**src/rtl/mem_port_arbiter.sv**
```systemverilog
// mem_port_arbiter: shares one single-ported memory between instruction fetch
// (port 0, read-only) and the load/store unit (port 1, read/write).
// One requester is granted at a time. Its request is latched onto the
// registered memory interface. mem_sel drives the address/data muxes in
// front of the memory.
// Data has priority. Fetch is protected from starvation, and a transaction
// that sees no mem_ack for TIMEOUT cycles is aborted.
//
// Ports:
//   clk, rst_n                 clock (rising edge), synchronous active-low reset
//   req0, addr0                fetch request (held until done0) and address
//   done0, err0, rdata0        fetch completion pulse, timeout flag, read data
//   req1, we1, addr1,          data request (held until done1), write strobe,
//   wdata1, be1                address, write data, byte enables
//   done1, err1, rdata1        data completion pulse, timeout flag, load data
//   mem_sel                    mux select: 0 = port 0, 1 = port 1
//   mem_req, mem_we, mem_addr, registered memory request, held until mem_ack
//   mem_wdata, mem_be
//   mem_ack, mem_rdata         memory completion and read data
module mem_port_arbiter #(
    parameter int unsigned AW           = 32,
    parameter int unsigned DW           = 32,
    parameter int unsigned STARVE_LIMIT = 4,
    parameter int unsigned TIMEOUT      = 16
) (
    input  logic          clk,
    input  logic          rst_n,
    input  logic          req0,
    input  logic [AW-1:0] addr0,
    output logic          done0,
    output logic          err0,
    output logic [DW-1:0] rdata0,
    input  logic          req1,
    input  logic          we1,
    input  logic [AW-1:0] addr1,
    input  logic [DW-1:0] wdata1,
    input  logic [3:0]    be1,
    output logic          done1,
    output logic          err1,
    output logic [DW-1:0] rdata1,
    output logic          mem_sel,
    output logic          mem_req,
    output logic          mem_we,
    output logic [AW-1:0] mem_addr,
    output logic [DW-1:0] mem_wdata,
    output logic [3:0]    mem_be,
    input  logic          mem_ack,
    input  logic [DW-1:0] mem_rdata
);

    localparam logic [3:0] StarveMax = 4'(STARVE_LIMIT);
    localparam logic [7:0] TmoLast   = 8'(TIMEOUT - 1);
    localparam bit         TmoEn     = (TIMEOUT != 0);

    typedef enum logic [1:0] {StIdle, StBusy0, StBusy1} state_e;

    state_e        state_q, state_d;
    logic [3:0]    starve_q, starve_d;
    logic [7:0]    tmo_q, tmo_d;

    logic          done0_q, done0_d, err0_q, err0_d;
    logic          done1_q, done1_d, err1_q, err1_d;
    logic [DW-1:0] rdata0_q, rdata0_d, rdata1_q, rdata1_d;
    logic          mem_sel_q, mem_sel_d, mem_req_q, mem_req_d, mem_we_q, mem_we_d;
    logic [AW-1:0] mem_addr_q, mem_addr_d;
    logic [DW-1:0] mem_wdata_q, mem_wdata_d;
    logic [3:0]    mem_be_q, mem_be_d;

    logic          req0_eff, req1_eff, grant0, grant1, tmo_hit, finish;
    logic [DW-1:0] fin_rdata;

    // A requester still holding req in its own done cycle must not be regranted.
    assign req0_eff = req0 & ~done0_q;
    assign req1_eff = req1 & ~done1_q;
    assign grant0   = req0_eff & (~req1_eff | (starve_q == StarveMax));
    assign grant1   = req1_eff & ~grant0;
    assign tmo_hit  = TmoEn && (tmo_q == TmoLast);
    // mem_ack takes precedence over a timeout in the same cycle.
    assign finish   = mem_ack | tmo_hit;
    assign fin_rdata = (mem_ack && !mem_we_q) ? mem_rdata : '0;

    // State register and all registered outputs.
    always_ff @(posedge clk) begin
        if (!rst_n) begin
            state_q     <= StIdle;
            starve_q    <= '0;
            tmo_q       <= '0;
            done0_q     <= 1'b0;
            err0_q      <= 1'b0;
            rdata0_q    <= '0;
            done1_q     <= 1'b0;
            err1_q      <= 1'b0;
            rdata1_q    <= '0;
            mem_sel_q   <= 1'b0;
            mem_req_q   <= 1'b0;
            mem_we_q    <= 1'b0;
            mem_addr_q  <= '0;
            mem_wdata_q <= '0;
            mem_be_q    <= '0;
        end else begin
            state_q     <= state_d;
            starve_q    <= starve_d;
            tmo_q       <= tmo_d;
            done0_q     <= done0_d;
            err0_q      <= err0_d;
            rdata0_q    <= rdata0_d;
            done1_q     <= done1_d;
            err1_q      <= err1_d;
            rdata1_q    <= rdata1_d;
            mem_sel_q   <= mem_sel_d;
            mem_req_q   <= mem_req_d;
            mem_we_q    <= mem_we_d;
            mem_addr_q  <= mem_addr_d;
            mem_wdata_q <= mem_wdata_d;
            mem_be_q    <= mem_be_d;
        end
    end

    // Next-state logic.
    always_comb begin
        state_d = state_q;
        case (state_q)
            StIdle: begin
                if (grant0) begin
                    state_d = StBusy0;
                end else if (grant1) begin
                    state_d = StBusy1;
                end
            end
            StBusy0, StBusy1: begin
                if (finish) begin
                    state_d = StIdle;
                end
            end
            default: state_d = StIdle;
        endcase
    end

    // Next values of the registered outputs and counters.
    always_comb begin
        starve_d    = starve_q;
        tmo_d       = tmo_q;
        done0_d     = 1'b0;
        err0_d      = err0_q;
        rdata0_d    = rdata0_q;
        done1_d     = 1'b0;
        err1_d      = err1_q;
        rdata1_d    = rdata1_q;
        mem_sel_d   = mem_sel_q;
        mem_req_d   = mem_req_q;
        mem_we_d    = mem_we_q;
        mem_addr_d  = mem_addr_q;
        mem_wdata_d = mem_wdata_q;
        mem_be_d    = mem_be_q;
        case (state_q)
            StIdle: begin
                mem_we_d = 1'b0;
                if (grant0) begin
                    mem_req_d   = 1'b1;
                    mem_sel_d   = 1'b0;
                    mem_addr_d  = addr0;
                    mem_wdata_d = '0;
                    mem_be_d    = 4'hF;
                    starve_d    = '0;
                    tmo_d       = '0;
                end else if (grant1) begin
                    mem_req_d   = 1'b1;
                    mem_sel_d   = 1'b1;
                    mem_we_d    = we1;
                    mem_addr_d  = addr1;
                    mem_wdata_d = wdata1;
                    mem_be_d    = be1;
                    tmo_d       = '0;
                    if (req0_eff && (starve_q != StarveMax)) begin
                        starve_d = starve_q + 4'd1;
                    end
                end
            end
            StBusy0, StBusy1: begin
                if (finish) begin
                    mem_req_d = 1'b0;
                    mem_we_d  = 1'b0;
                    tmo_d     = '0;
                    if (state_q == StBusy1) begin
                        done1_d  = 1'b1;
                        err1_d   = ~mem_ack;
                        rdata1_d = fin_rdata;
                    end else begin
                        done0_d  = 1'b1;
                        err0_d   = ~mem_ack;
                        rdata0_d = fin_rdata;
                    end
                end else begin
                    tmo_d = tmo_q + 8'd1;
                end
            end
            default: ;
        endcase
    end

    assign done0     = done0_q;
    assign err0      = err0_q;
    assign rdata0    = rdata0_q;
    assign done1     = done1_q;
    assign err1      = err1_q;
    assign rdata1    = rdata1_q;
    assign mem_sel   = mem_sel_q;
    assign mem_req   = mem_req_q;
    assign mem_we    = mem_we_q;
    assign mem_addr  = mem_addr_q;
    assign mem_wdata = mem_wdata_q;
    assign mem_be    = mem_be_q;

endmodule
```
**config.mk**
```make
export PLATFORM = sky130hd
export DESIGN_NAME = mem_port_arbiter
export DESIGN_NICKNAME = d
export VERILOG_FILES = /design/src/rtl/mem_port_arbiter.sv
export SDC_FILE = /design/constraint.sdc
export NUM_CORES = 1
export LEC_CHECK = 0
export CAP_MARGIN = 20
export CORE_AREA = 2 2 137 139
export CTS_CLUSTER_SIZE = 8
export DETAILED_ROUTE_END_ITERATION = 16
export DIE_AREA = 0 0 139 141
export PLACE_DENSITY = 0.65
export REMOVE_ABC_BUFFERS = 1
export SLEW_MARGIN = 30
export SYNTH_ARGS = -nofsm -noshare
export SYNTH_HDL_FRONTEND = slang
export SYNTH_SLANG_ARGS = --single-unit
```
**constraint.sdc**
```tcl
create_clock -name clk -period 2.3 [get_ports clk]
set_input_delay 0.69 -clock clk [delete_from_list [all_inputs] [get_ports clk]]
set_output_delay 0.69 -clock clk [all_outputs]
set_load 0.01 [all_outputs]
```
==> flow_results.xml <==
<?xml version="1.0" encoding="UTF-8"?>
<metrics>
  <group name="cts">
    <metric name="clock_sinks" unit="">153</metric>
    <metric name="clk-insertion-delay-late" unit="ns">0.42</metric>
    <metric name="cts_inserted_buffers" unit="">17</metric>
    <metric name="cts-root-to-sink-buffers" unit="">2</metric>
    <metric name="postCtsSetupRepairBufs" unit="">0</metric>
    <metric name="clkTransAtPathRegs" unit="ns">0.06</metric>
    <metric name="cts-hold-fix-buffers" unit="">0</metric>
    <metric name="cts_h_tree_depth" unit="">4</metric>
    <metric name="ctsRootBufferMaster" unit="">clkbuf_16</metric>
    <metric name="cts_tree" unit="">done</metric>
    <metric name="cts.repair.resized" unit="">0</metric>
  </group>
  <group name="grt">
    <metric name="grt_first_pass_wirelength" unit="µm">27400</metric>
    <metric name="gr-usage-all-layers" unit="">0.172</metric>
    <metric name="grt_overflow_total" unit="">0</metric>
    <metric name="pin_count_of_the_biggest_net_entering_global_routing" unit="">48</metric>
    <metric name="antenna_violations_before_repair" unit="">0</metric>
    <metric name="first_global_vias" unit="">5258</metric>
  </group>
  <group name="die">
    <metric name="floorplan.die_area" unit="µm²">19600</metric>
    <metric name="fp.coreArea" unit="µm²">18300</metric>
    <metric name="dieHeight" unit="µm">141</metric>
    <metric name="chipWidth" unit="µm">139</metric>
    <metric name="initial_util" unit="">0.314</metric>
    <metric name="top_level_ports" unit="">277</metric>
    <metric name="rows" unit="">50</metric>
  </group>
  <group name="yosys">
    <metric name="synthesized_area" unit="µm²">5730</metric>
    <metric name="dominantRegCellSynth" unit="">dfxtp_1</metric>
    <metric name="yosysTopAreaCellShare" unit="">0.534</metric>
    <metric name="synth-edff-count" unit="">0</metric>
    <metric name="synthesized_instance_count" unit="">635</metric>
    <metric name="yosysWarnings" unit="">0</metric>
    <metric name="flop_and_latch_count_out_of_synthesis" unit="">153</metric>
    <metric name="synth_largest_area_cell" unit="">dfxtp_1</metric>
    <metric name="yosysUniqueCellTypes" unit="">39</metric>
    <metric name="synthesis.area_per_instance" unit="µm²">9.02</metric>
    <metric name="ys_seq_area_frac" unit="">0.534</metric>
    <metric name="yosys-top-cells-count" unit="">dfxtp_1, nand2_1, nor2_1</metric>
    <metric name="synth_top_cells_by_area" unit="">dfxtp_1, nand2_1, mux2i_1</metric>
    <metric name="synth_top_family_by_area" unit="">compound AO/OA/AOI/OAI gates</metric>
    <metric name="compound_gate_portion_of_the_synthesized_area" unit="">0.203</metric>
    <metric name="synth.most_common_cell" unit="">dfxtp_1</metric>
    <metric name="synth_xor_area_frac" unit="">0.00611</metric>
    <metric name="post_synth_and_or_nand_nor_area_fraction" unit="">0.150</metric>
    <metric name="synth.mux.area_fraction" unit="">0.0576</metric>
    <metric name="synthAdderAreaFrac" unit="">0.0109</metric>
    <metric name="async_reset_ff_frac" unit="">0</metric>
  </group>
  <group name="place">
    <metric name="gp_congestion" unit="">0.754</metric>
    <metric name="io_buffers" unit="">276</metric>
    <metric name="post-place-ws" unit="ns">-0.114</metric>
    <metric name="cell_area_after_placement" unit="µm²">8960</metric>
    <metric name="dp_cells" unit="">1123</metric>
    <metric name="post-dp-hpwl" unit="µm">11900</metric>
  </group>
  <group name="setup_path">
    <metric name="cp_num_buf_inv" unit="">1</metric>
    <metric name="worst_r2r_startpoint" unit="">tmo_q[5]$_SDFFE_PN0P_</metric>
    <metric name="worst_setup_path_startpoint" unit="">mem_we$_SDFFE_PN0P_</metric>
    <metric name="critPathLaunchType" unit="">register</metric>
    <metric name="critPathTopFamily" unit="">buffers and inverters</metric>
    <metric name="critical_path.slowest_cell" unit="">clkdlybuf4s50_1</metric>
    <metric name="setup.worst_path.class" unit="">register to primary output</metric>
    <metric name="worst_ep_required_time" unit="ns">1.61</metric>
    <metric name="timing.critical_path.slowest_cell_delay" unit="ns">0.59</metric>
    <metric name="cp.depth" unit="">1</metric>
    <metric name="critical_path_end_type" unit="">primary output</metric>
    <metric name="worstRegToRegCells" unit="">5</metric>
    <metric name="crit_arrival" unit="ns">1.42</metric>
    <metric name="crit_path_cell_trace" unit="">clkdlybuf4s50_1</metric>
    <metric name="cp_max_fo" unit="">4</metric>
  </group>
  <group name="sta">
    <metric name="final_setup_violation_count" unit="">0</metric>
    <metric name="final_critical_path_setup_slack" unit="ns">0.192</metric>
    <metric name="achievable-frequency" unit="GHz">0.474</metric>
    <metric name="final_period_minus_worst_setup_slack" unit="ns">2.11</metric>
    <metric name="hold_violations" unit="">0</metric>
    <metric name="final-max-slew-violation-count" unit="">0</metric>
    <metric name="timing.final.crit_share" unit="">0.916</metric>
    <metric name="unrepaired_setup_endpoints_after_global_routing" unit="">no</metric>
    <metric name="fin_worst_skew" unit="ns">0.00965</metric>
    <metric name="worstMarginPinSlew" unit="ns">0.463</metric>
    <metric name="slew_headroom" unit="">0.689</metric>
  </group>
  <group name="detailed_routing">
    <metric name="dr.first_iter.drc_count" unit="">265</metric>
    <metric name="post_drt_wl_per_cell" unit="µm">15.1</metric>
    <metric name="vias" unit="">5569</metric>
    <metric name="first_pass_iteration_count_of_the_detailed_router" unit="">4</metric>
    <metric name="drtAntennaViolNets" unit="">0</metric>
    <metric name="viasPerCell" unit="">4.83</metric>
    <metric name="wl" unit="µm">17400</metric>
    <metric name="post-route-drc-count" unit="">0</metric>
  </group>
  <group name="pwr">
    <metric name="pwr-share-comb" unit="">0.197</metric>
    <metric name="internal_power" unit="mW">5.37</metric>
    <metric name="leakage" unit="nW">3.80</metric>
    <metric name="clock_group_share_of_total_power" unit="">0.400</metric>
    <metric name="power_density" unit="nW/µm²">764</metric>
    <metric name="net_switching_share_of_the_total_power" unit="">0.265</metric>
    <metric name="total_switching_power" unit="mW">1.94</metric>
    <metric name="vdd_drop_max" unit="mV">0.524</metric>
    <metric name="sequentialPowerShare" unit="">0.403</metric>
  </group>
  <group name="worst_hold_path">
    <metric name="hold_path_depth" unit="">2</metric>
    <metric name="worstHoldPathType" unit="">register to register</metric>
    <metric name="min-delay-start" unit="">rdata1[24]$_SDFFE_PN0P_</metric>
  </group>
  <group name="final_layout">
    <metric name="final_cells" unit="">1154</metric>
    <metric name="post_route_cells_drive_above_1_share" unit="">0.0728</metric>
    <metric name="final.fill_count" unit="">1704</metric>
    <metric name="syn_to_final_growth" unit="%">67.1</metric>
    <metric name="finalInstanceArea" unit="µm²">9570</metric>
    <metric name="final_nets" unit="">1051</metric>
    <metric name="antenna_cells_inserted" unit="">0</metric>
  </group>
  <group name="flow_run">
    <metric name="max_cap_violations" unit="">0</metric>
  </group>
  <group name="outcome">
    <metric name="run_status" unit="">finished, final reports clean</metric>
  </group>
</metrics>
## logic make-up after synthesis
group | count (synthesis)
simple gates | 207
compound gates | 175
flops | 153
buf+inv | 58
mux | 33
fa+ha+maj | 5
xor+xnor | 4
## cell type report
type                            instances  area (µm²)  share of cell area
Clock inverter                         14         185              0.0193
Sequential cell                       153        3060               0.320
Clock buffer                           17         425              0.0444
Timing Repair Buffer                  301        3080               0.322
Multi-Input combinational cell        424        2480               0.259
Tap cell                              234         293              0.0306
Inverter                               11        41.3             0.00431
## sequential cells by signal, summed over array words and instances (netlist names)
register	flops
mem_addr	32
mem_wdata	32
rdata0	32
rdata1	32
tmo_q	8
mem_be	4
starve_q	4
state_q	2
done0	1
done1	1
err0	1
err1	1
mem_req	1
mem_sel	1
mem_we	1
## power groups by stage
stage	Combinational (mW)	Clock, mW	Sequential, mW
5_1_grt	1.55	3.12	2.97
2_1_floorplan	0.456	0	3.09
3_3_place_gp	1.44	0	3.00
4_1_cts	1.45	3.00	2.95
6_report	1.44	2.93	2.95
3_5_place_dp	1.45	0	3.00
## placed cells by master (no fill, tap or decap), types with 3 or more instances in the layout
master	count
ha_1	5
buf_4	14
dfxtp_1	153
nand3b_1	5
clkbuf_16	17
inv_1	10
a31oi_1	34
o31ai_1	3
a22oi_1	32
a211oi_1	3
nor2_1	43
nand2_1	135
inv_6	5
a22o_1	32
o21ai_0	43
mux2i_1	33
bufinv_16	3
nor3_1	4
and3_1	3
a21oi_1	16
clkdlybuf4s50_1	275
buf_12	11
## per-layer routing
| metal | GRT usage | wire (µm) |
|---|---|---|
| met5 | 0 | 0 |
| met4 | 0.0574 | 211 |
| met3 | 0.0537 | 1250 |
| met2 | 0.270 | 7960 |
| met1 | 0.225 | 8010 |
## worst paths after layout
check	endpoint	slack (ns)
worst max-delay path	mem_we	0.19
worst min-delay path	rdata1[24]$_SDFFE_PN0P_	0.46
worst max register to register	rdata0[2]$_SDFFE_PN0P_	0.33
worst min register to register	rdata1[24]$_SDFFE_PN0P_	0.46
## stage by stage
stage / hold WS, ns / power [mW] / util / setup TNS [ns]
after floorplan: 0.450 / 3.54 / - / -84.97
after global placement: 0.445 / 4.44 / 0.491 / -0.429
after detailed placement: 0.452 / 4.45 / 0.491 / -0.797
after CTS: 0.463 / 7.40 / 0.524 / 0
after global routing: 0.473 / 7.64 / 0.524 / 0
final: 0.458 / 7.31 / 0.524 / 0
Note: power is estimated with default switching activity, not from simulation.
==> RTL edit 1: new RTL, same settings <==
Register the output `err0` once more, cleared by the reset; this adds one clock of latency there. The other outputs are not delayed to match.
--- a/src/rtl/mem_port_arbiter.sv
+++ b/src/rtl/mem_port_arbiter.sv
@@ -201,3 +201,9 @@
     assign done0     = done0_q;
-    assign err0      = err0_q;
+    always_ff @(posedge clk) begin
+        if (!rst_n) begin
+            err0 <= '0;
+        end else begin
+            err0 <= err0_q;
+        end
+    end
     assign rdata0    = rdata0_q;
Function: same outputs for any inputs over 4 cycles, from zero or initial values and one cycle with rst_n low; that may be too few to reach the edited logic, so the function may still have changed.
==> RTL edit 1 against the original RTL <==
Power grew 2.1%. Synthesized cell count grew 0.47%. Utilization grew 0.46 points. Largest power group is now the clock network. Sequential power is essentially flat. Area after synthesis grew 0.92%. First-iteration DRC count grew 0.75%. Maximum frequency grew 0.44%. Worst setup slack gained 0.0092 ns. Routed wire length grew 2.2%. Cell area grew 0.88%. Sequential cell count grew 1.
==> RTL edit 1: results (changes against the original RTL) <==
| Metric | Value |
|---|---|
| Status | `finished, final reports clean` |
| Hold WS | `0.460 ns (+0.00134 ns)` |
| Pre-CTS setup slack | `-0.0152 ns (+0.0988 ns)` |
| Hold Path Sink | `rdata1[13]$_SDFFE_PN0P_` |
| Post-DP Area | `9010 um^2 (+0.56%)` |
| R2R depth | `5 (unchanged)` |
| Critical path's slowest cell | `clkdlybuf4s50_1` |
| H-tree Lvls | `4 (unchanged)` |
| # diodes | `0 (unchanged)` |
| DR iter-0 viols | `267 (+0.75%)` |
| Slew margin rel. | `70.0% (+1.2 points)` |
| Pre-antenna DRT Iters | `4 (unchanged)` |
| Leakage | `3.81 nW (+0.17%)` |
| Num CTS Buffers | `17 (unchanged)` |
| All-layer global routing usage | `17.9% (+0.66 points)` |
| Reg-to-reg slack, setup | `0.41 ns (+0.08 ns)` |
| Clock-pin slew on the worst setup and hold paths | `0.06 ns (about the same)` |
| Hold Vio Cnt, Final | `0 (unchanged)` |
| Top delay family on crit path | `buffers and inverters` |
| Hold Crit Depth | `2 (unchanged)` |
| Hold Path Origin | `rdata1[13]$_SDFFE_PN0P_` |
| Post-CTS sizing | `0 (unchanged)` |
| Post-CTS Setup Inserts | `0 (unchanged)` |
| Dpl hpwl | `12500 um (+4.5%)` |
| Routed length per instance | `15.4 um (+1.7%)` |
| Max stage delay on crit path | `0.59 ns (about the same)` |
| DRT Wirelength | `17800 um (+2.2%)` |
| Routability Congestion | `0.796 (+5.6%)` |
| Synth area leaders | `dfxtp_1 53%, nand2_1 9.0%, mux2i_1 5.5%` |
| Async SR Flop Fraction | `0% (unchanged)` |
| Layout cells sized above 1 | `8.32% (+1.0 points)` |
| Clock latency on the worst-skew pair | `0.42 ns (about the same)` |
| Largest net degree at the start of global routing | `42 (-13%)` |
| Post-layout net count | `1056 (+0.48%)` |
| Reg2reg end | `state_q[0]$_SDFFE_PN0P_` |
| Sequential-to-total area share from yosys stat | `53.3% (-0.14 points)` |
| Vias in the first global route | `5410 (+2.9%)` |
| Setup TNS | `0 ns (unchanged)` |
| Worst VDD drop | `0.000494 V (-5.8%)` |
| WP data required | `1.61 ns (about the same)` |
| Average size of a mapped cell | `9.06 um^2 (+0.44%)` |
| Worst reg2reg startpoint | `tmo_q[0]$_SDFFE_PN0P_` |
| CTS Buffer Depth | `2 (unchanged)` |
| First-pass GRT wire length | `28300 um (+3.6%)` |
| Pint | `5.55 mW (+3.3%)` |
| Commonest cells post-synth | `154 x dfxtp_1, 139 x nand2_1, 44 x clkbuf_1, 40 x o21ai_0, 39 x nor2_1` |
| Synth cell types | `40 (+2.6%)` |
| Skew final | `0.00850 ns (-0.00115 ns)` |
| Via Count | `5626 (+1.0%)` |
| Setup crit end | `mem_we` |
| Buffers on Ports | `276 (unchanged)` |
RTL edit 1: cell families after synthesis:
family	synth area share, %
simple gates	15.7
flops	53.3
fa+ha+maj	1.08
mux	5.54
buf+inv	3.70
compound gates	20.7
RTL edit 1: power by group through the flow:
| stage | clock [mW] | sequential, mW | combinational (mW) |
|---|---|---|---|
| after detailed placement | 0 | 3.02 | 1.46 |
| after global placement | 0 | 3.01 | 1.45 |
| after CTS | 3.13 | 2.96 | 1.47 |
| final | 3.06 | 2.96 | 1.45 |
| after floorplan | 0 | 3.10 | 0.460 |
| after global routing | 3.25 | 2.99 | 1.57 |
RTL edit 1: final cells by class:
cell class	count	area (um^2)
multi-input cells	428	2520
flip-flops and latches	154	3080
clock inverters	12	188
repair buffers	305	3090
inverters	7	26.3
fillers	1661	8610
clock buffers	20	457
well taps	234	293
RTL edit 1: per-layer routing:
layer	up-vias	track usage, %	share of wire (%)
li1	2806	-	-
met1	2601	22.4	46
met2	196	29.0	46
met3	23	5.37	6.6
met4	0	6.86	2.0
met5	-	0	0
==> RTL edit 2: new RTL, config.mk and constraints unchanged <==
Without the edit above. `AW`: 32 -> 48.
--- a/src/rtl/mem_port_arbiter.sv
+++ b/src/rtl/mem_port_arbiter.sv
@@ -20,3 +20,3 @@
 module mem_port_arbiter #(
-    parameter int unsigned AW           = 32,
+    parameter int unsigned AW           = 48,
     parameter int unsigned DW           = 32,
Ports: changed (resized addr0, addr1 and mem_addr); port bits go from 277 to 325. The function was not compared with the original's and may differ.
==> RTL edit 2 against the original RTL <==
Highest routed layer unchanged. Routed wire length increased by 17%. Cell area up 12%. Sequential power is 11% higher. Critical endpoint unchanged. Worst setup slack worse by 0.016 ns. Area after synthesis is 11% higher. Sequential cell count grew 16. Register-to-register slack got worse by 0.02 ns. Power rose by 7.1%.
==> RTL edit 2: results (changes against the original RTL) <==
| Metric | Value |
|---|---|
| Status | `finished, final reports clean` |
| Non-filler instance count after layout | `1292 (+12%)` |
| Sequential-to-total area share from yosys stat | `53.0% (-0.49 points)` |
| Fraction of area in multi-input gates | `26.1% (+0.17 points)` |
| Comb power frac | `21.7% (+2.0 points)` |
| Vias per cell | `4.96 (+2.8%)` |
| Post-DP Area | `10100 um^2 (+13%)` |
| Worst VDD drop | `0.000470 V (-10%)` |
| Global routing usage on met2 | `33.7% (+6.7 points)` |
| Pre-CTS setup slack | `-0.0639 ns (+0.0500 ns)` |
| XOR/XNOR Fraction of Synth Area | `0.548% (-0.063 points)` |
| Max stage delay on crit path | `0.61 ns (+0.02 ns)` |
| Met3 Use GR | `6.96% (+1.6 points)` |
| Non-clk bufs | `359 (+19%)` |
| Clk power | `2.85 mW (-3%)` |
| All-layer global routing usage | `20.5% (+3.3 points)` |
| NonClk Buf Share | `33.8% (+1.6 points)` |
| # fillers | `1672 (-1.9%)` |
| Met1 wire length | `8800 um (+9.9%)` |
| Commonest cells post-synth | `169 x dfxtp_1, 168 x nand2_1, 60 x o21ai_0, 51 x clkbuf_1, 50 x a31oi_1` |
| Pwr dens | `731 nW/um^2 (-4.3%)` |
| Vias in the first global route | `6144 (+17%)` |
| Layout cells sized above 1 | `7.28% (about the same)` |
| Final instance area | `10700 um^2 (+12%)` |
| Met1 GRT Util | `25.7% (+3.2 points)` |
| DR iter-0 viols | `345 (+30%)` |
| Dpl hpwl | `14500 um (+21%)` |
| Leakage | `4.25 nW (+12%)` |
| Skew final | `0.0130 ns (+0.00336 ns)` |
| Mux contribution to synthesized area | `5.17% (-0.59 points)` |
| Largest net degree at the start of global routing | `74 (+54%)` |
| Slew of the pin with the lowest slew margin | `0.453 ns (-0.0105 ns)` |
| Pre-antenna DRT Iters | `5 (+1)` |
| Post-Synthesis Cells | `725 (+14%)` |
| Buffers on Ports | `324 (+17%)` |
| Post-layout net count | `1221 (+16%)` |
| Met2 wire len | `9670 um (+22%)` |
| Post-synthesis adder-cell area fraction | `0.979% (-0.11 points)` |
-- RTL edit 2: cell count changes after synthesis --
cell / unedited run / this run
nand2_1: 136 / 168
buf_1: 2 / 3
a21boi_0: 0 / 1
a31oi_1: 34 / 50
dfxtp_1: 153 / 169
a21boi_1: 1 / 0
clkbuf_1: 42 / 51
o21ai_0: 43 / 60
o21ai_1: 3 / 2
-- RTL edit 2: worst paths after layout --
path	start	to	slack, ns	cells past startpoint
worst max register to register	tmo_q[5]$_SDFFE_PN0P_	rdata0[4]$_SDFFE_PN0P_	0.31	5
worst min-delay path	rdata1[3]$_SDFFE_PN0P_	rdata1[3]$_SDFFE_PN0P_	0.46	2
worst min register to register	rdata1[3]$_SDFFE_PN0P_	rdata1[3]$_SDFFE_PN0P_	0.46	2
worst max-delay path	mem_we$_SDFFE_PN0P_	mem_we	0.18	1
-- RTL edit 2: tightest hold or removal path, stage by stage (launching register included) --
cell	delay, ns
dfxtp_1	0.31
nand2_1	0.05
mux2i_1	0.05
